==> src/rtl/mips_pc_pkg.sv <==
// Shared types and defaults for the MIPS next-PC controller.
package mips_pc_pkg;

  typedef enum logic [1:0] {
    BOOT,
    RUN,
    PEND
  } pc_state_e;

  typedef enum logic [2:0] {
    SEL_EXC,
    SEL_ERET,
    SEL_JUMP,
    SEL_BR,
    SEL_PEND,
    SEL_SEQ
  } pc_sel_e;

  localparam logic [31:0] DEF_RESET_PC   = 32'h0000_3000;
  localparam logic [31:0] DEF_EXC_VECTOR = 32'h0000_4180;

  function automatic logic [31:0] word_align(input logic [31:0] addr);
    return addr & 32'hFFFF_FFFC;
  endfunction

endpackage

==> src/rtl/next_pc_mux.sv <==
// Combinational priority select of the next fetch address candidate.
module next_pc_mux
  import mips_pc_pkg::*;
#(
  parameter logic [31:0] EXC_VECTOR = DEF_EXC_VECTOR
) (
  input  logic        exc,
  input  logic        eret,
  input  logic        jump,
  input  logic        br_taken,
  input  logic        pend_valid,
  input  logic [31:0] br_target,
  input  logic [31:0] jump_target,
  input  logic [31:0] epc,
  input  logic [31:0] pend_pc,
  input  logic [31:0] pc_plus4,
  output logic [31:0] next_pc,
  output pc_sel_e     sel
);

  always_comb begin
    next_pc = pc_plus4;
    sel     = SEL_SEQ;
    if (exc) begin
      next_pc = EXC_VECTOR;
      sel     = SEL_EXC;
    end else if (eret) begin
      next_pc = word_align(epc);
      sel     = SEL_ERET;
    end else if (jump) begin
      next_pc = word_align(jump_target);
      sel     = SEL_JUMP;
    end else if (br_taken) begin
      next_pc = word_align(br_target);
      sel     = SEL_BR;
    end else if (pend_valid) begin
      next_pc = pend_pc;
      sel     = SEL_PEND;
    end
  end

endmodule

==> src/rtl/pc_sequencer.sv <==
// Program-counter register, fetch-request valid and redirect sequencing.
module pc_sequencer
  import mips_pc_pkg::*;
#(
  parameter logic [31:0] RESET_PC   = DEF_RESET_PC,
  parameter logic [31:0] EXC_VECTOR = DEF_EXC_VECTOR
) (
  input  logic        clk,
  input  logic        rst,
  input  logic        stall,
  input  logic        if_ready,
  input  logic        br_taken,
  input  logic [31:0] br_target,
  input  logic        jump,
  input  logic [31:0] jump_target,
  input  logic        exc,
  input  logic [31:0] epc_in,
  input  logic        eret,
  output logic [31:0] pc,
  output logic [31:0] pc_plus4,
  output logic        if_valid,
  output logic        redirect,
  output logic [31:0] epc
);

  pc_state_e   state;
  pc_sel_e     sel;
  logic [31:0] pend_pc;
  logic [31:0] next_pc;
  logic        adv;

  assign pc_plus4 = pc + 32'd4;
  assign adv      = if_valid & if_ready & ~stall;

  next_pc_mux #(
    .EXC_VECTOR (EXC_VECTOR)
  ) u_mux (
    .exc         (exc),
    .eret        (eret),
    .jump        (jump),
    .br_taken    (br_taken),
    .pend_valid  (state == PEND),
    .br_target   (br_target),
    .jump_target (jump_target),
    .epc         (epc),
    .pend_pc     (pend_pc),
    .pc_plus4    (pc_plus4),
    .next_pc     (next_pc),
    .sel         (sel)
  );

  always_ff @(posedge clk) begin
    if (rst) begin
      pc       <= RESET_PC;
      epc      <= '0;
      pend_pc  <= '0;
      if_valid <= 1'b0;
      redirect <= 1'b0;
      state    <= BOOT;
    end else begin
      redirect <= 1'b0;
      if_valid <= 1'b1;
      case (sel)
        SEL_EXC: begin
          pc       <= next_pc;
          epc      <= epc_in;
          redirect <= 1'b1;
          state    <= RUN;
        end
        SEL_ERET: begin
          pc       <= next_pc;
          redirect <= 1'b1;
          state    <= RUN;
        end
        // A blocked jump/branch parks in pend_pc; a newer one overwrites it.
        SEL_JUMP, SEL_BR: begin
          if (adv) begin
            pc       <= next_pc;
            redirect <= 1'b1;
            state    <= RUN;
          end else begin
            pend_pc <= next_pc;
            state   <= PEND;
          end
        end
        SEL_PEND: begin
          if (adv) begin
            pc       <= next_pc;
            redirect <= 1'b1;
            state    <= RUN;
          end
        end
        default: begin
          if (adv) pc <= next_pc;
          state <= RUN;
        end
      endcase
    end
  end

endmodule

==> config.mk <==
export PLATFORM = sky130hd
export DESIGN_NAME = pc_sequencer
export DESIGN_NICKNAME = d
export VERILOG_FILES = /design/src/rtl/mips_pc_pkg.sv /design/src/rtl/next_pc_mux.sv /design/src/rtl/pc_sequencer.sv
export SDC_FILE = /design/constraint.sdc
export NUM_CORES = 1
export LEC_CHECK = 0
export BUFFER_PORTS_ARGS = -buffer_cell sky130_fd_sc_hd__clkbuf_2
export CAP_MARGIN = 20
export CELL_PAD_IN_SITES_DETAIL_PLACEMENT = 1
export CELL_PAD_IN_SITES_GLOBAL_PLACEMENT = 2
export CORE_ASPECT_RATIO = 1.1
export CORE_MARGIN = 2
export CORE_UTILIZATION = 26
export CTS_BUF_LIST = sky130_fd_sc_hd__clkbuf_8
export DETAILED_ROUTE_END_ITERATION = 12
export GPL_ROUTABILITY_DRIVEN = 0
export PLACE_DENSITY = 0.89
export SLEW_MARGIN = 15
export SYNTH_ARGS = -nofsm -noshare
export SYNTH_HDL_FRONTEND = slang
export SYNTH_SLANG_ARGS = --single-unit
==> constraint.sdc <==
create_clock -name clk -period 2.5 [get_ports clk]
set_input_delay 0.75 -clock clk [delete_from_list [all_inputs] [get_ports clk]]
set_output_delay 0.75 -clock clk [all_outputs]
set_load 0.005 [all_outputs]
==> flow_summary.ini, run 1 <==
[timing]
min_period_ps = 3110
hold_ws_ps = 454
final_max_slew_viol_count = 0
slew_headroom_pct = 58.3
setup_violations = 21
fin_crit_sh_pct = 124
max_freq_mhz = 321
worstMarginPinSlew_ps = 625
hold_violations = 0
rsz0062_at_grt = true
worst_clock_skew_ps = 22.1
finalWorstSetupSlack_ps = -611

[finish]
final_core_utilization_pct = 39.3
nNetsFinal = 1053
drive_gt1_share_pct = 42.1
diodes = 0
area_delta_synth_final_pct = 47.8
final_cell_area_um2 = 8080
fillers = 2451
seq_area_um2 = 2020
multi_input_area_um2 = 3510

[synth]
yosys.area_share.adder_pct = 0.229
synth-seq-cells = 100
synth_edf_count = 0
synth_top_area_cell = dfxtp_1
yosys_warnings = 0
yosys.area_share.simple_pct = 23.4
synthArstFlopShare_pct = 0
synth.area.top_cells = dfxtp_1 (37%), nor2_1 (6.7%), mux2i_1 (6.4%)
synth_area_um2 = 5470
synth_compound_area_share_pct = 23.6
synth_top_family_by_area = compound AO/OA/AOI/OAI gates
ys.flop_type = dfxtp_1
syn_nets = 776
synth_most_common_cell = dfxtp_1
synth_common_cells = dfxtp_1 (100), nor2_1 (97), nand2_1 (49), a21oi_1 (38), o21ai_0 (37)
ys_types = 69
synth_xor_area_share_pct = 4.90
synthDominantCellAreaShare_pct = 36.6
synth_mux_area_share_pct = 6.41
synth_cells = 671
yosysSeqAreaShare_pct = 36.6
avgSynthCellArea_um2 = 8.15

[global_routing]
grt_use_met3_pct = 3.59
grt_max_degree = 54
first_global_vias = 6493
antenna_found_initial = 0
grtUsageMet2_pct = 38.2
grtUsageMet1_pct = 28.1
grt_overflow = 0
track_usage_pct = 22.3
grt_pass1_wl_um = 37600
grt-busiest-layer = met2

[cts]
h-tree-depth = 3
clk_pin_slew_ps = 120
cts_root_buf = clkbuf_8
insertion_delay_ps = 400
cts_buffers = 9
cts_tree = yes
cts_hold_buf = 0
clockBufferDepth = 2
clock_sinks = 100

[pwr]
powerDensity_nw_per_um2 = 472
p_leak_uw = 0.00381
irDropWorstVdd_uv = 258

[drt]
wl_um = 25500
routedWlPerCell_um = 21.1
drtAntennaViolNets = 0
first_pass_iters = 5
dr.first_iter.drc_count = 435
via_per_inst = 5.28
vias = 6380
drc = 0

[run]
cap_violations = 0

[worst_setup_path]
crit_path_max_fanout = 4
end_kind = output pin
crit_required_ps = 1750
worstPathArrival_ps = 2360
worstSetupPathType = flip-flop to output pin
crit_path_start_kind = flip-flop

[placed_design]
place_area_um2 = 7270
port_buffers = 197
dp_hpwl_um = 18600

[die]
num_io_pins = 202
initial_utilization_pct = 26.6
core_region_area_um2 = 20600
die_w_um = 142
num_rows = 55
chipHeight_um = 156
die-area_um2 = 22200

[outcome]
violations = negative setup slack
outcome = finished with violations

[min_path]
worstHoldPathType = flip-flop to flip-flop
==> power breakdown <==
group / internal, µW / switching (µW)
sequential: 1680 / 76.7
combinational: 356 / 450
clock: 621 / 636
total: 2660 / 1160
==> through the flow <==
step | total power (µW) | setup WS (ps) | cells | TNS, ps
6_report | 3820 | -611 | 1209 | -6720
5_1_grt | 3990 | -666 | 1209 | -8570
4_1_cts | 3830 | -473 | 1198 | -5930
3_5_place_dp | 2540 | -89.6 | 1163 | -419
3_3_place_gp | 2520 | -81.2 | 1163 | -295
2_1_floorplan | 2140 | 10.2 | 671 | 0
==> worst paths after layout <==
kind              slack (ps)  depth (start not counted)           end        start
setup / recovery        -610                          7  pc_plus4[26]        pc[2]
hold / removal           450                          2   pend_pc[24]  pend_pc[24]
setup reg to reg         150                         12        pc[11]        pc[3]
hold reg to reg          450                          2   pend_pc[24]  pend_pc[24]
==> logic make-up (layout without fill, tap and decap cells) <==
logic type / after synthesis / in the layout
buffers and inverters: 65 / 347
muxes: 35 / 35
adders and majority gates: 1 / 1
and+or+nand+nor: 257 / 257
AOI/OAI and AO/OA: 185 / 185
xor gates and xnor gates: 28 / 28
DFF: 100 / 100
==> placed cells by master, fill, tap and decap left out, drive strengths merged, types with 14 or more instances in the layout <==
master  synthesis  layout
a21oi          38      38
a211oi         17      17
clkbuf         36     198
nand2b         21      21
dfxtp         100     100
nand3          15      15
xnor2          17      17
nor2          100     100
mux2i          35      35
nor3           24      24
o21ai          38      38
nand2          50      50
inv            14      14
buf            14     129
==> flip-flops by register name, indices dropped and copies added, names as in the netlist <==
register,count
redirect,1
epc,32
pend_pc,32
if_valid,1
state,2
pc,32
==> metal layers <==
metal  wire length [µm]  vias up  share of wire, %
met5                  0        -                 0
met4                608        0               2.4
met3               1590       39               6.2
met2              12400      237                49
met1              10900     3124                43
li1                   -     2980                 -
==> critical path: stages (launching register included) <==
cell,delay [ps]
dfxtp_2,380
ha_4,140
inv_2,30
or4_4,600
nor3_1,310
buf_4,190
xor2_1,160
clkbuf_2,140
==> layout make-up <==
cell class              count  share of cell area, %
inverters                  15                  0.696
clock inverters             5                   1.04
flip-flops and latches    100                   25.0
multi-input cells         506                   43.4
clock buffers              11                   1.87
well taps                 256                   3.96
repair buffers            316                   24.1
==> timing repair <==
action,in CTS,in global routing
buffers inserted,19,15
setup endpoints to repair,24,27
resized for setup,59,25
pin swaps,20,19
Power figures use the tool's default switching activity.
==> inputs of run 2 (changes only) <==
--- a/config.mk
+++ b/config.mk
@@ -9,7 +9,6 @@
 export CAP_MARGIN = 20
 export CELL_PAD_IN_SITES_DETAIL_PLACEMENT = 1
 export CELL_PAD_IN_SITES_GLOBAL_PLACEMENT = 2
-export CORE_ASPECT_RATIO = 1.1
 export CORE_MARGIN = 2
 export CORE_UTILIZATION = 26
 export CTS_BUF_LIST = sky130_fd_sc_hd__clkbuf_8
==> flow_summary.ini, run 2 (synthesized netlist as in run 1, its figures left out) <==
[drt]
via_per_inst = 5.20
routedWlPerCell_um = 20.7
dr.first_iter.drc_count = 364
drc = 0
vias = 6341
first_pass_iters = 5
drtAntennaViolNets = 0
wl_um = 25300

[cts]
insertion_delay_ps = 390
clk_pin_slew_ps = 100
cts_root_buf = clkbuf_8
clock_sinks = 100
cts_hold_buf = 0
h-tree-depth = 3
cts_buffers = 9
clockBufferDepth = 2
cts_tree = yes

[worst_setup_path]
cp_top_family = simple AND/OR/NAND/NOR gates
end_kind = output pin
crit_required_ps = 1750
worstSetupPathType = flip-flop to output pin
worstPathArrival_ps = 2170
crit_chain = ha_4, inv_2, or4_4, nor2_8, buf_4, buf_6, xnor2_2, clkbuf_2
slowest_stage = or4_4
crit_path_start_kind = flip-flop
crit_path_max_fanout = 4
max_stage_delay_ps = 600
cp_num_buf_inv = 4

[timing]
fin_crit_sh_pct = 117
hold_violations = 0
min_period_ps = 2920
rsz0062_at_grt = true
worstMarginPinSlew_ps = 1110
setup_violations = 22
max_freq_mhz = 342
finalWorstSetupSlack_ps = -421
final_max_slew_viol_count = 0
tns_ps = -5940
slew_headroom_pct = 25.6
worst_clock_skew_ps = 19.2

[pwr]
seqPwrFrac_pct = 49.9
irDropWorstVdd_uv = 214
powerDensity_nw_per_um2 = 433
clkPwrFrac_pct = 26.5
p_sw_uw = 1130
intPower_uw = 2390
power_uw = 3510
pwr-share-comb_pct = 23.6
p_leak_uw = 0.00379
swShare_pct = 32.1

[die]
die-area_um2 = 22200
core_region_area_um2 = 20800
num_rows = 53
num_io_pins = 202
initial_utilization_pct = 26.3
die_w_um = 149
chipHeight_um = 149

[global_routing]
grt_overflow = 0
antenna_found_initial = 0
grt_pass1_wl_um = 37300
grt_max_degree = 54
first_global_vias = 6439
track_usage_pct = 22.0

[finish]
fillers = 2578
stdcell_count = 1219
seq_area_um2 = 2030
multi_input_area_um2 = 3600
diodes = 0
reg_top3 = epc: 32 flops, pc: 32 flops, pend_pc: 32 flops
final_common_cell = clkbuf_2
drive_gt1_share_pct = 42.3
final_core_utilization_pct = 38.9
area_delta_synth_final_pct = 48.3
layout_common_cells = clkbuf_2 (180), buf_4 (96), nor2_1 (92)
nNetsFinal = 1046

[run]
cap_violations = 0

[min_path]
worstHoldPathType = flip-flop to flip-flop

[placed_design]
dp_hpwl_um = 18100
dp.cells = 1171
port_buffers = 197

[outcome]
violations = negative setup slack
outcome = finished with violations
-- run 2: area by class of cell --
cell class / instances / share of cell area (%)
Clock buffer: 9 / 1.53
Tap cell: 275 / 4.24
Multi-Input combinational cell: 506 / 44.4
Timing Repair Buffer: 309 / 23.7
Inverter: 15 / 0.694
Clock inverter: 5 / 0.309
Sequential cell: 100 / 25.1
-- run 2: power groups by stage --
stage | sequential, µW | combinational (µW) | clock [µW]
3_5_place_dp | 1780 | 756 | 0
3_3_place_gp | 1780 | 742 | 0
5_1_grt | 1760 | 897 | 1010
2_1_floorplan | 1780 | 353 | 0
6_report | 1750 | 830 | 931
4_1_cts | 1750 | 800 | 958
-- run 2: path summary, 6_finish.rpt --
kind / to / start / depth (start not counted) / slack, ps
min: pend_pc[26] / pend_pc[26] / 2 / 460
max reg2reg: pc[11] / pc[3] / 13 / 100
min reg2reg: pend_pc[26] / pend_pc[26] / 2 / 460
max: pc_plus4[22] / pc[2] / 8 / -420
-- run 2: what timing repair did --
item                       4_1_cts  5_1_grt
pin swaps                       21       30
gates resized for setup         59       53
gates cloned                     0        0
setup endpoints to repair       24       26
setup buffers                   22       18
-- run 2: per-layer routing --
metal	global-route usage, %	vias to the layer above	wire length [µm]
met3	3.55	32	1510
li1	-	2963	-
met2	36.1	217	12100
met4	8.10	0	553
met1	29.2	3129	11100
met5	0	-	0
-- run 2: metrics by stage --
step / setup slack [ps] / cell area (µm²) / hold slack (ps)
2_1_floorplan: 10.2 / 5490 / 416
3_3_place_gp: -98.9 / 7250 / 425
3_5_place_dp: -129 / 7250 / 440
4_1_cts: -412 / 7850 / 456
5_1_grt: -511 / 8110 / 475
6_report: -421 / 8110 / 456
-- run 2: worst min-delay path: stages, from the launching register on --
cell and delay, ps:
dfxtp_1 330, nand2_1 50, nand2_1 40
==> inputs of run 3 (changes only) <==
--- a/config.mk
+++ b/config.mk
@@ -10,12 +10,13 @@
 export CELL_PAD_IN_SITES_DETAIL_PLACEMENT = 1
 export CELL_PAD_IN_SITES_GLOBAL_PLACEMENT = 2
 export CORE_MARGIN = 2
-export CORE_UTILIZATION = 26
+export CORE_UTILIZATION = 25
 export CTS_BUF_LIST = sky130_fd_sc_hd__clkbuf_8
 export DETAILED_ROUTE_END_ITERATION = 12
 export GPL_ROUTABILITY_DRIVEN = 0
-export PLACE_DENSITY = 0.89
+export PLACE_DENSITY = 0.87
 export SLEW_MARGIN = 15
 export SYNTH_ARGS = -nofsm -noshare
 export SYNTH_HDL_FRONTEND = slang
+export SYNTH_HIERARCHICAL = 1
 export SYNTH_SLANG_ARGS = --single-unit
==> flow_summary.ini, run 3 <==
[synth]
synth-seq-cells = 100
yosys_warnings = 6
avgSynthCellArea_um2 = 7.63
syn_nets = 855
ys_types = 45
synth_most_common_cell = nand2_1
synth_edf_count = 0
synthDominantCellAreaShare_pct = 35.0
synth_cells = 750
synth_common_cells = nand2_1 (234), dfxtp_1 (100), a21oi_1 (97), clkbuf_1 (32), inv_1 (30)
ys.flop_type = dfxtp_1
synth_top_area_cell = dfxtp_1
synthArstFlopShare_pct = 0
synth.area.top_cells = dfxtp_1 (35%), nand2_1 (15%), a21oi_1 (8.5%)
synth_area_um2 = 5720
yosysSeqAreaShare_pct = 35.0

[timing]
slew_headroom_pct = 31.0
min_period_ps = 2870
hold_ws_ps = 462
worstMarginPinSlew_ps = 1030
final_max_slew_viol_count = 0
finalWorstSetupSlack_ps = -372
setup_violations = 24
fin_crit_sh_pct = 115
max_freq_mhz = 348
worst_clock_skew_ps = 13.1
rsz0062_at_grt = true
hold_violations = 0

[global_routing]
antenna_found_initial = 2
first_global_vias = 6434
track_usage_pct = 19.5
grt_overflow = 0
grt_pass1_wl_um = 36300
grt_max_degree = 42

[drt]
drc = 0
vias = 6259
dr.first_iter.drc_count = 256
routedWlPerCell_um = 19.1
first_pass_iters = 4
wl_um = 24300
drtAntennaViolNets = 0
via_per_inst = 4.91

[run]
cap_violations = 0

[cts]
clock_sinks = 100
cts_buffers = 9
insertion_delay_ps = 380
cts_root_buf = clkbuf_8
clockBufferDepth = 2
clk_pin_slew_ps = 110
h-tree-depth = 3
cts_tree = yes

[finish]
stdcell_count = 1274
layout_common_cells = nand2_1 (230), clkbuf_2 (176), dfxtp_1 (92)
diodes = 0
seq_area_um2 = 2010
nNetsFinal = 1089
area_delta_synth_final_pct = 45.1
drive_gt1_share_pct = 41.5
fillers = 2751
final_common_cell = nand2_1
multi_input_area_um2 = 3800
reg_top3 = epc: 32 flops, pc: 32 flops, pend_pc: 32 flops

[worst_setup_path]
worstPathArrival_ps = 2120
end_kind = output pin
r2r-start = pc[8]
worstSetupPathType = flip-flop to output pin
max_stage_delay_ps = 530
setup.worst_path.start = pc[8]
crit_chain = nand3_2, or3_4, buf_6, nor3_4, xor2_2, buf_2
slowest_stage = or3_4
crit_required_ps = 1750
crit_path_start_kind = flip-flop
crit_path_max_fanout = 5
r2r.worst_path.cells = 10

[die]
die-area_um2 = 24100
die_w_um = 155
chipHeight_um = 155
num_rows = 55
num_io_pins = 202
initial_utilization_pct = 25.4
core_region_area_um2 = 22600

[placed_design]
dp.cells = 1233
port_buffers = 197
dp_hpwl_um = 16600

[outcome]
violations = negative setup slack
outcome = finished with violations

[pwr]
p_leak_uw = 0.00371
powerDensity_nw_per_um2 = 453
irDropWorstVdd_uv = 243

[min_path]
worstHoldPathType = flip-flop to flip-flop
min-delay-start = pend_pc[2]
hold_depth = 2
run 3: cell count changes in the layout (fill, tap and decap cells not counted), moves of 25 or more:
cell	before	now
mux2i_1	35	5
nor2_1	92	10
a21o_1	2	27
a31oi_1	1	28
buf_4	96	65
o21ai_0	37	4
a21oi_1	38	88
nand2_1	44	230
run 3: timing repair:
item | in CTS | in global routing
resized for setup | 45 | 76
endpoints found under the setup margin | 29 | 59
setup buffers | 12 | 15
pin swaps | 16 | 46
cloned | 1 | 0
hold buffers | 0 | 0
run 3: per-layer routing:
metal | vias to the layer above | GRT usage [%] | wire (µm)
met2 | 173 | 34.1 | 11900
met5 | - | 0 | 34
li1 | 3021 | - | -
met1 | 3035 | 25.5 | 11000
met4 | 4 | 3.93 | 319
met3 | 26 | 3.06 | 1090
run 3: cells by family after synthesis:
logic type | share of synthesized area (%)
AO/OA/AOI/OAI | 22.3
flip-flops | 35.0
buffers and inverters | 8.11
adder cells (fa/ha/maj) | 0.219
XOR/XNOR | 4.28
AND/OR/NAND/NOR | 24.0
multiplexers | 6.19
run 3: per-stage QoR:
stage / TNS (ps) / cell area [µm²] / worst slack (ps) / utilization [%] / power, µW
4_1_cts: -7510 / 7900 / -451 / 35.0 / 3770
2_1_floorplan: 0 / 5720 / 99.4 / - / 2200
6_report: -6680 / 8310 / -372 / 36.8 / 3760
3_3_place_gp: -34.7 / 7390 / -12.2 / 32.7 / 2610
3_5_place_dp: -915 / 7390 / -69.4 / 32.7 / 2630
5_1_grt: -10540 / 8310 / -479 / 36.8 / 3980
run 3: path summary, 6_finish.rpt:
check	slack, ps	to
worst max-delay path	-370	pc_plus4[20]
worst min-delay path	460	pend_pc[2]
worst max register to register	20	pc[30]
worst min register to register	460	pend_pc[2]
run 3: worst max-delay path, delay by kind of cell (launching register included):
kind	cells	cell delay (ps)
simple gates	3	850
flops	1	380
buf+inv	2	300
xor+xnor	1	190
run 3: power by group:
part,total (µW),switching (µW),leakage [µW],internal (µW)
logic,925,519,0.00279,406
registers,1750,72.3,0.000821,1680
clock network,1090,678,0.0000954,409
run 3: area by class of cell:
type | instances | share of cell area [%]
Multi-Input combinational cell | 558 | 45.7
Sequential cell | 100 | 24.2
Timing Repair Buffer | 283 | 21.9
Tap cell | 285 | 4.29
Clock buffer | 10 | 1.66
Inverter | 32 | 1.49
Clock inverter | 6 | 0.648
